**config.mk**
```make
export PLATFORM = sky130hd
export DESIGN_NAME = display_sequencer
export DESIGN_NICKNAME = d
export VERILOG_FILES = /design/src/rtl/display_sequencer.sv
export SDC_FILE = /design/constraint.sdc
export NUM_CORES = 1
export LEC_CHECK = 0
export CORE_ASPECT_RATIO = 0.6
export CORE_UTILIZATION = 60
export CTS_CLUSTER_DIAMETER = 30
export CTS_CLUSTER_SIZE = 28
export DETAILED_ROUTE_END_ITERATION = 10
export GPL_ROUTABILITY_DRIVEN = 0
export PLACE_DENSITY = 0.84
export SYNTH_ARGS = -nofsm -noshare
export SYNTH_HDL_FRONTEND = slang
export SYNTH_SLANG_ARGS = --single-unit
```
**constraint.sdc**
```tcl
create_clock -name clk -period 5.1 [get_ports clk]
set_input_delay 1.53 -clock clk [delete_from_list [all_inputs] [get_ports clk]]
set_output_delay 1.53 -clock clk [all_outputs]
set_load 0.01 [all_outputs]
```
**src/rtl/display_sequencer.sv**
```systemverilog
// Display-side responder: walks the PE, 3x3 and 2x2 result phases, streams each
// buffer word over a valid/ready handshake, then dwells before moving on.
module display_sequencer #(
  parameter int DATA_W       = 8,
  parameter int ADDR_W       = 5,
  parameter int PE_WORDS     = 16,
  parameter int SA3_WORDS    = 9,
  parameter int SA2_WORDS    = 4,
  parameter int DWELL_CYCLES = 50000000
) (
  input  logic              clk,
  input  logic              reset,
  input  logic              state_display,
  input  logic              next_btn,
  output logic              rd_en,
  output logic [1:0]        rd_sel,
  output logic [ADDR_W-1:0] rd_addr,
  input  logic [DATA_W-1:0] rd_data,
  output logic              disp_valid,
  output logic [DATA_W-1:0] disp_data,
  output logic              disp_last,
  input  logic              disp_ready,
  output logic [2:0]        current_display
);

  localparam logic [2:0] S_IDLE  = 3'd0;
  localparam logic [2:0] S_ISSUE = 3'd1;
  localparam logic [2:0] S_LATCH = 3'd2;
  localparam logic [2:0] S_SEND  = 3'd3;
  localparam logic [2:0] S_DWELL = 3'd4;
  localparam logic [2:0] S_DONE  = 3'd5;

  localparam logic [2:0] PH_PE   = 3'd1;
  localparam logic [2:0] PH_SA3  = 3'd2;
  localparam logic [2:0] PH_SA2  = 3'd3;
  localparam logic [2:0] PH_DONE = 3'd4;

  localparam logic [ADDR_W-1:0] PE_LAST  = ADDR_W'(PE_WORDS - 1);
  localparam logic [ADDR_W-1:0] SA3_LAST = ADDR_W'(SA3_WORDS - 1);
  localparam logic [ADDR_W-1:0] SA2_LAST = ADDR_W'(SA2_WORDS - 1);
  localparam logic [31:0]       DWELL_LAST = 32'(DWELL_CYCLES - 1);

  logic [2:0]        sub;
  logic [ADDR_W-1:0] idx;
  logic [31:0]       dwell_cnt;
  logic              next_btn_q;
  logic [ADDR_W-1:0] last_idx;
  logic              btn_rise;
  logic              dwell_done;

  always_comb begin
    last_idx = PE_LAST;
    case (current_display)
      PH_SA3:  last_idx = SA3_LAST;
      PH_SA2:  last_idx = SA2_LAST;
      default: last_idx = PE_LAST;
    endcase
  end

  assign btn_rise   = next_btn & ~next_btn_q;
  assign dwell_done = (dwell_cnt == DWELL_LAST) | btn_rise;

  // Button rises outside DWELL are simply dropped; the history register still tracks them.
  always_ff @(posedge clk) begin
    if (reset) begin
      current_display <= 3'd0;
      sub             <= S_IDLE;
      idx             <= '0;
      dwell_cnt       <= 32'd0;
      next_btn_q      <= 1'b0;
      rd_en           <= 1'b0;
      rd_sel          <= 2'd0;
      rd_addr         <= '0;
      disp_valid      <= 1'b0;
      disp_data       <= '0;
      disp_last       <= 1'b0;
    end else begin
      next_btn_q <= next_btn;
      rd_en      <= 1'b0;
      if (!state_display && sub != S_IDLE) begin
        current_display <= 3'd0;
        sub             <= S_IDLE;
        idx             <= '0;
        dwell_cnt       <= 32'd0;
        disp_valid      <= 1'b0;
        disp_last       <= 1'b0;
      end else begin
        case (sub)
          S_IDLE: begin
            if (state_display) begin
              current_display <= PH_PE;
              sub             <= S_ISSUE;
              idx             <= '0;
              rd_en           <= 1'b1;
              rd_sel          <= 2'd0;
              rd_addr         <= '0;
            end
          end
          S_ISSUE: sub <= S_LATCH;
          S_LATCH: begin
            disp_data  <= rd_data;
            disp_valid <= 1'b1;
            disp_last  <= (idx == last_idx);
            sub        <= S_SEND;
          end
          S_SEND: begin
            if (disp_ready) begin
              disp_valid <= 1'b0;
              if (disp_last) begin
                sub       <= S_DWELL;
                dwell_cnt <= 32'd0;
              end else begin
                idx     <= idx + 1'b1;
                rd_en   <= 1'b1;
                rd_addr <= idx + 1'b1;
                sub     <= S_ISSUE;
              end
            end
          end
          S_DWELL: begin
            if (dwell_done) begin
              dwell_cnt <= 32'd0;
              idx       <= '0;
              if (current_display == PH_SA2) begin
                current_display <= PH_DONE;
                sub             <= S_DONE;
              end else begin
                current_display <= current_display + 3'd1;
                sub             <= S_ISSUE;
                rd_en           <= 1'b1;
                rd_sel          <= current_display[1:0];
                rd_addr         <= '0;
              end
            end else begin
              dwell_cnt <= dwell_cnt + 32'd1;
            end
          end
          S_DONE: sub <= S_DONE;
          default: sub <= S_IDLE;
        endcase
      end
    end
  end

endmodule

```
# [Yosys cells after proc, flatten, opt, wreduce, memory -nomap -nowiden]
# Cells that the tools add are included.
[totals] latchBits=0 mem_count=0 register_bits=62 ram_bits=0 wordCells=84 mem_bits_ro=0 inputBits=13 output_inout_bits=21
[classes] order_cmp=0 shift=0 muxes=34 addsub=3 div_mod_pow=0 n_mul=0 bitwise_logic=4 n_eq_ne=15 n_reduce_logical=17
[ops] cell="$mux 32" n=3
[ops] cell="$pmux 32 s2" n=1
[ops] cell="$add 32x1->32 const B" n=1
[ops] cell="$eq 32x26->1 const B" n=1
[ops] cell="$mux 5" n=6
[ops] cell="$pmux 5 s3" n=2
[ops] cell="$mux 3" n=7
[ops] cell="$pmux 3 s6" n=1
[ops] cell="$eq 3x2->1 const B" n=4
[ops] cell="$ne 2x2->1 const B" n=6
[ops] cell="$reduce_and 5->1" n=2
[ops] cell="$reduce_and 3->1" n=3
[ops] cell="$pmux 4 s2" n=1
[ops] cell="$reduce_and 7->1" n=1
[ops] cell="$eq 3x3->1 const B" n=2
[ops] cell="$mux 1" n=6
[ops] cell="$mux 2" n=3
[ops] cell="$pmux 3 s2" n=1
[ops] cell="$reduce_bool 2->1" n=3
[ops] cell="$reduce_bool 3->1" n=2
[ops] cell="$add 5x1->5 const B" n=1
[ops] cell="$eq 5x5->1" n=1
[ops] cell="$pmux 2 s2" n=1
[ops] cell="$reduce_and 2->1" n=2
[ops] cell="other kinds (11)" n=12

# [Logic depth before layout (Yosys ltp)]
# Gate-level depths: netlist of the first run.
[logic_depth] ltp_word=5 depth_mapped=8 mapped_depth_nobuf=7

# [Worst setup path before layout of the first run]
# OpenSTA, ideal clock, no wires.
[synth_path] kind="input to register" from="input disp_ready" to="register dwell_cnt[29]" n_path_buf=1 cell_stages=6 arrival_time_ns=3.046 t_required_ns=5.020 path_slack_ns=1.974 setup_time_ns=0.080 cell_sequence="nand2_1 -> o21a_1 -> or4_4 -> buf_6 -> or3_1 -> a211oi_2"
[synth_between] elab_chain_cells=2
[synth_rtl] item="start: declaration" line="22" text="input logic disp_ready,"
[synth_rtl] item="$ne 2x2->1 (no source line)"
[synth_rtl] item="$reduce_and 3->1 (no source line)"
[synth_rtl] item="end signal: assignment" line="135" text="dwell_cnt <= dwell_cnt + 32'd1;"
[synth_rtl] item="end: declaration" line="45" text="logic [31:0] dwell_cnt;"
# No other way between the ends.
# A chain may end at the register's enable or synchronous reset.

# [Final worst setup path of the first run]
[layout_path] from="input disp_ready" to="register dwell_cnt[27]"
# Same word-level chain as after synthesis.

==> reports/qor.csv, run 1 <==
metric,value,unit
status,completed,
Clock Skew,0.004804,ns
clk slew on worst S/H paths,0.06,ns
starting density of the core,63.27,%
Max Cap Viol,0,
CP endpoint kind,register,
antenna-violating nets left,0,
gr ovfl total,0,
nets@finish,415,
final setup violation count,0,
critical path peak fanout,21,
hold_buf cts,0,
crit path cell chain,"clkdlybuf4s50_1, nand2_1, o21a_1, or4_4, or4_1, a211oi_1",
CP peak stage delay,0.74,ns
syn nets,394,
Mapped Avg Cell Area,8.632,um^2
IO Pins,34,
CTS Buf Count,9,
pin count of the biggest net entering global routing,33,
post-synthesis sequential area ratio,38.24,%
Port Buffer Count,33,
CTS root buf,clkbuf_8,
Max Slew Vio Count,0,
"Req. time, crit path",5.36,ns
die area,5717,um^2
Tmin final,3.800,ns
CTS resizes,0,
CP arrival,4.06,ns
worst-skew pair later-pin latency,0.34,ns
GR Util All Layers,29.82,%
DP HPWL,5475,um
Post-Synth Adder-Cell Area,1.928,%
reg2reg setup slack,2.07,ns
share of layout cells above drive strength 1,8.250,%
Fin. Hold Viols,0,
CP max-delay cell,or4_4,
"FFs w/ async S/R, synth",0,%
Setup TNS,0,ns
Leakage,0.001142,uW
worst vdd ir,0.1568,mV
First-pass DRT Iterations,5,
Sink Count,62,
type of the worst setup path,in2reg,
fmax,263.2,MHz
Tightest Hold Check Type,reg2reg,
post-synthesis compound-gate area fraction,15.07,%
fin util,72.51,%
vias in the first global route,2729,
largest family of logic cells by synthesized area,simple AND/OR/NAND/NOR gates,
DIE WIDTH,96.95,um
xor/xnor cell area share of the yosys netlist,5.397,%
PwrDens,242.8,nW/um^2
H-Tree Depth,3,
post-CTS setup buffers,0,
Syn Std Cell Area,3246,um^2
Least-Margin Pin Slew,0.9017,ns
Wirelength per Cell,17.08,um
DRT iter0 DRCs,239,
RSZ-0062 raised after global routing,false,
area share of and/or/nand/nor cells after synthesis,30.61,%
initial antenna violation count,0,
CTS tree,done,
die span in y,58.97,um
Post-synth EDFFs,0,
fin cells,466,
Routed WL,7960,um
Synth Flop Type,dfxtp_1,
synth warn,0,
area delta synth->final,14.61,%
# diodes,0,
Core Region,5130,um^2
Final Cycle Share,74.50,%
DRC Markers,0,
clk buf depth,2,
slew margin rel.,39.85,%
hold depth,2,
worst reg2reg path depth,5,
placed insts,452,
Synth cell types,50,
Syn Inst Count,376,
vias per cell,6.564,
Rows,20,
mux contribution to synthesized area,4.472,%
routed via count,3059,
first-pass GRT wire length,13390,um
Synth Register Bits,62,
crit start category,input pin,
[area by class of cell]
type                            count  area (um^2)
Clock buffer                       12        145.1
Clock inverter                      2        10.01
Fill cell                         395         1410
Inverter                            4        15.01
Multi-Input combinational cell    284         1873
Sequential cell                    62         1241
Tap cell                           66        82.58
Timing Repair Buffer               36        352.8
[registers in the layout, indices dropped and copies added, names as in the netlist]
name / cells
rd_en: 1
current_display: 3
disp_valid: 1
rd_sel: 2
next_btn_q: 1
disp_data: 8
rd_addr: 5
disp_last: 1
idx: 5
sub: 3
dwell_cnt: 32
[report_power, final]
group / leakage [uW] / switching (uW) / total [uW] / internal (uW)
Clock: 0.0000821 / 177 / 359 / 183
Sequential: 0.000500 / 4.33 / 492 / 488
Combinational: 0.000559 / 29.7 / 52.0 / 22.2
[worst max-delay path, delay by kind of cell]
| kind | cells | cell delay (ns) |
|---|---|---|
| buffers and inverters | 1 | 0.53 |
| AOI/OAI and AO/OA | 2 | 0.72 |
| and+or+nand+nor | 3 | 1.27 |
[cell usage in the layout, fill, tap and decap left out, types with 5 or more instances in the layout]
cell              n
ha_1              5
and4_1            5
nor2b_1          11
or4_1             7
nand2b_1          5
nand4_1          14
xnor2_1          16
a21oi_1          14
nor2_1           19
nor4_1           15
o21ai_0          19
a211oi_1         14
mux2i_1          10
nor3_1           27
clkdlybuf4s50_1  33
nand3_1          13
or3_1            12
dfxtp_1          62
and3_1            5
nand2_1          22
clkbuf_8         10
[worst paths after layout]
| check | start | end |
|---|---|---|
| min | rd_addr[1] | rd_addr[1] |
| max | disp_ready | dwell_cnt[27] |
| min reg2reg | rd_addr[1] | rd_addr[1] |
| max reg2reg | sub[0] | dwell_cnt[27] |
[metrics by stage]
step | power (uW) | hold WS (ns) | setup slack, ns | area, um^2
6_report | 903.3 | 0.4897 | 1.300 | 3720
5_1_grt | 935.9 | 0.5128 | 1.121 | 3720
4_1_cts | 908.4 | 0.4976 | 1.311 | 3720
3_5_place_dp | 553.8 | 0.4849 | 1.000 | 3565
3_3_place_gp | 552.4 | 0.4684 | 1.040 | 3565
2_1_floorplan | 530.2 | 0.4681 | 1.974 | 3246
[layer usage]
layer  routed length, um  track usage, %
met3                 689           9.906
met4                  98           7.676
met1                3698           42.36
met5                   0               0
met2                3474           43.76
[cells in the mapped netlist, types with 2 or more instances]
| cell type | number | area share [%] |
|---|---|---|
| dfxtp_1 | 62 | 38 |
| nor3_1 | 27 | 4.2 |
| nand2_1 | 22 | 2.5 |
| clkbuf_1 | 20 | 2.3 |
| nor2_1 | 19 | 2.2 |
| o21ai_0 | 19 | 2.9 |
| xnor2_1 | 16 | 4.3 |
| a21oi_1 | 15 | 2.3 |
| nor4_1 | 15 | 2.9 |
| a211oi_1 | 14 | 3.2 |
| nand4_1 | 14 | 2.7 |
| nand3_1 | 13 | 2.0 |
| or3_1 | 12 | 2.3 |
| nor2b_1 | 11 | 2.1 |
| mux2i_1 | 10 | 3.1 |
| or4_1 | 7 | 1.6 |
| and3_1 | 5 | 0.96 |
| and4_1 | 5 | 1.3 |
| ha_1 | 5 | 1.9 |
| nand2b_1 | 5 | 0.96 |
| a211oi_2 | 4 | 1.5 |
| inv_1 | 4 | 0.46 |
| mux2_2 | 4 | 1.4 |
| o21a_1 | 4 | 0.93 |
| xor2_1 | 4 | 1.1 |
| and2_1 | 3 | 0.58 |
| buf_2 | 3 | 0.46 |
| buf_6 | 3 | 1.0 |
| nor4b_1 | 3 | 0.81 |
| a21o_1 | 2 | 0.46 |
| a31oi_1 | 2 | 0.39 |
| nand4b_1 | 2 | 0.54 |
| nor3b_1 | 2 | 0.46 |
| o21ba_2 | 2 | 0.62 |
| o31ai_1 | 2 | 0.46 |
| or4_4 | 2 | 0.69 |
[cells by family after synthesis]
family | after synthesis
simple gates | 173
compound gates | 72
flops | 62
buf+inv | 30
xor+xnor | 20
mux | 14
fa+ha+maj | 5
Power figures use the tool's default switching activity.
==> run 2, diff against run 1 <==
CORE_UTILIZATION = 57   (was 60)
PLACE_DENSITY = 0.8   (was 0.84)
clock period = 3.9 ns   (was 5.1 ns; I/O delays follow)
==> run 2 against run 1 <==
Global-route usage shrank 0.95 points. Critical path depth unchanged. Die area is 5.1% higher. Clock skew about the same. Clock-buffer cell count rose by 1. Sequential power increased by 31%. Largest power group unchanged.
==> reports/qor.csv, run 2 (synthesized netlist as in run 1, its figures left out) <==
metric,value,unit,change
status,completed,,
die area,6010,um^2,+5.1%
antenna-violating nets left,0,,unchanged
first-pass GRT wire length,12990,um,-3.0%
most frequent cells in the layout,"dfxtp_1 (62), clkdlybuf4s50_1 (33), nor3_1 (27), nand2_1 (22)",,
Final Cycle Share,78.43,%,
clk buf depth,2,,unchanged
First-pass DRT Iterations,5,,unchanged
hold_buf cts,0,,unchanged
share of layout cells above drive strength 1,9.630,%,+1.4 points
Setup TNS,0,ns,unchanged
Least-Margin Pin Slew,0.6845,ns,-0.2171 ns
clk slew on worst S/H paths,0.07,ns,about the same
GR Util All Layers,28.87,%,-0.95 points
Max Cap Viol,0,,unchanged
worst vdd ir,0.3184,mV,+100%
R2R Path Start,sub[0],,
CTS tree,done,,
routed via count,3006,,-1.7%
PwrDens,330.5,nW/um^2,+36%
Hold Path End,rd_addr[1],,
Sink Count,62,,unchanged
pre-CTS setup slack,0.4992,ns,-0.5012 ns
Rows,20,,unchanged
CP peak stage delay,0.63,ns,-0.11 ns
post-CTS setup buffers,0,,unchanged
Max Slew Vio Count,0,,unchanged
worst-skew pair later-pin latency,0.35,ns,about the same
Wirelength per Cell,16.49,um,-3.5%
number of fillers in the final layout,414,,+4.8%
area delta synth->final,16.27,%,
Clock Skew,0.004500,ns,-0.0003042 ns
pin count of the biggest net entering global routing,33,,unchanged
nets@finish,418,,+0.72%
crit start category,input pin,,
max reg flops,32,,unchanged
Biggest register,dwell_cnt,,
setup ws final,0.8413,ns,-0.4591 ns
crit path cell chain,"clkdlybuf4s50_1, nand2_1, o21a_1, or4_4, or4_1, a211oi_1",,
RSZ-0062 raised after global routing,false,,
initial antenna violation count,0,,unchanged
slew margin rel.,54.33,%,+14 points
# diodes,0,,unchanged
final setup violation count,0,,unchanged
CTS resizes,0,,unchanged
type of the worst setup path,in2reg,,
critical path peak fanout,15,,-29%
IO Pins,34,,unchanged
Leakage,0.001169,uW,+2.4%
reg2reg setup slack,1.25,ns,-0.82 ns
DRC Markers,0,,unchanged
H-Tree Depth,3,,unchanged
Tightest Hold Check Type,reg2reg,,
die span in y,60.45,um,+2.5%
DP HPWL,5508,um,+0.61%
vias in the first global route,2584,,-5.3%
capturing point of the worst reg2reg path,dwell_cnt[27],,
starting density of the core,61.76,%,-1.5 points
"commonest non-fill, non-tap cell in the layout",dfxtp_1,,
hold depth,2,,unchanged
CP endpoint kind,register,,
CTS root buf,clkbuf_8,,
DIE WIDTH,99.42,um,+2.5%
Port Buffer Count,33,,unchanged
"delay-heaviest family, CP",simple AND/OR/NAND/NOR gates,,
Core Region,5255,um^2,+2.4%
Fin. Hold Viols,0,,unchanged
vias per cell,6.382,,-2.8%
hold path startpoint,rd_addr[1],,
cell area after layout,3774,um^2,+1.4%
Routed WL,7766,um,-2.4%
fmax,326.9,MHz,
CTS Buf Count,9,,unchanged
"Req. time, crit path",4.17,ns,-1.19 ns
WP buf/inv,1,,unchanged
gr ovfl total,0,,unchanged
DRT iter0 DRCs,271,,+13%
Tmin final,3.059,ns,
largest registers,"dwell_cnt (32), disp_data (8)",,
worst reg2reg path depth,5,,unchanged
CP max-delay cell,or4_4,,
CP arrival,3.33,ns,-0.73 ns
placed inst area,3587,um^2,+0.63%
-- run 2: changes by cell type in the layout (fill, tap and decap cells not counted) --
cell / delta
clkbuf_1: -1
clkinvlp_4: +1
buf_4: +3
clkbuf_8: +2
-- run 2: tightest hold or removal path, cell delays in order, from the launching register on --
cell and delay [ns]:
dfxtp_1 0.31, nand2b_1 0.06, mux2i_1 0.06
-- run 2: power breakdown --
part | leakage, uW | total [uW] | internal, uW | switching (uW)
sequential | 0.000500 | 643 | 638 | 5.61
combinational | 0.000573 | 70.7 | 31.0 | 39.7
clock | 0.0000954 | 533 | 281 | 253
-- run 2: worst max path at each step --
stage	start	endpoint	slack, ns	depth (start not counted)
after global placement	disp_ready	dwell_cnt[27]	0.51	6
final	disp_ready	dwell_cnt[27]	0.84	6
after global routing	disp_ready	dwell_cnt[27]	0.77	6
after floorplan	disp_ready	dwell_cnt[29]	1.13	6
after detailed placement	disp_ready	dwell_cnt[27]	0.50	6
after CTS	disp_ready	dwell_cnt[27]	0.87	6
-- run 2: final cells by class --
class	count	area, um^2	share of cell area (%)
Multi-Input combinational cell	284	1873	49.64
Sequential cell	62	1241	32.89
Timing Repair Buffer	39	375.4	9.947
Clock buffer	13	168.9	4.476
Tap cell	66	82.58	2.188
Clock inverter	3	17.52	0.4642
Inverter	4	15.01	0.3979
-- run 2: per-layer routing --
metal	up-vias	wire length (um)	global-route usage (%)
li1	1458	-	-
met1	1400	3861	41.49
met2	130	3093	40.08
met3	18	636	7.949
met4	0	175	13.87
met5	-	0	0
-- run 2: per-stage QoR --
stage	power (uW)	utilization [%]	std cells	hold slack [ns]
6_report	1247	71.81	471	0.4735
3_5_place_dp	726.9	68.26	455	0.4659
3_3_place_gp	725.2	68.26	455	0.4658
4_1_cts	1259	71.81	471	0.4777
5_1_grt	1288	71.81	471	0.5007
2_1_floorplan	693.4	-	376	0.4681
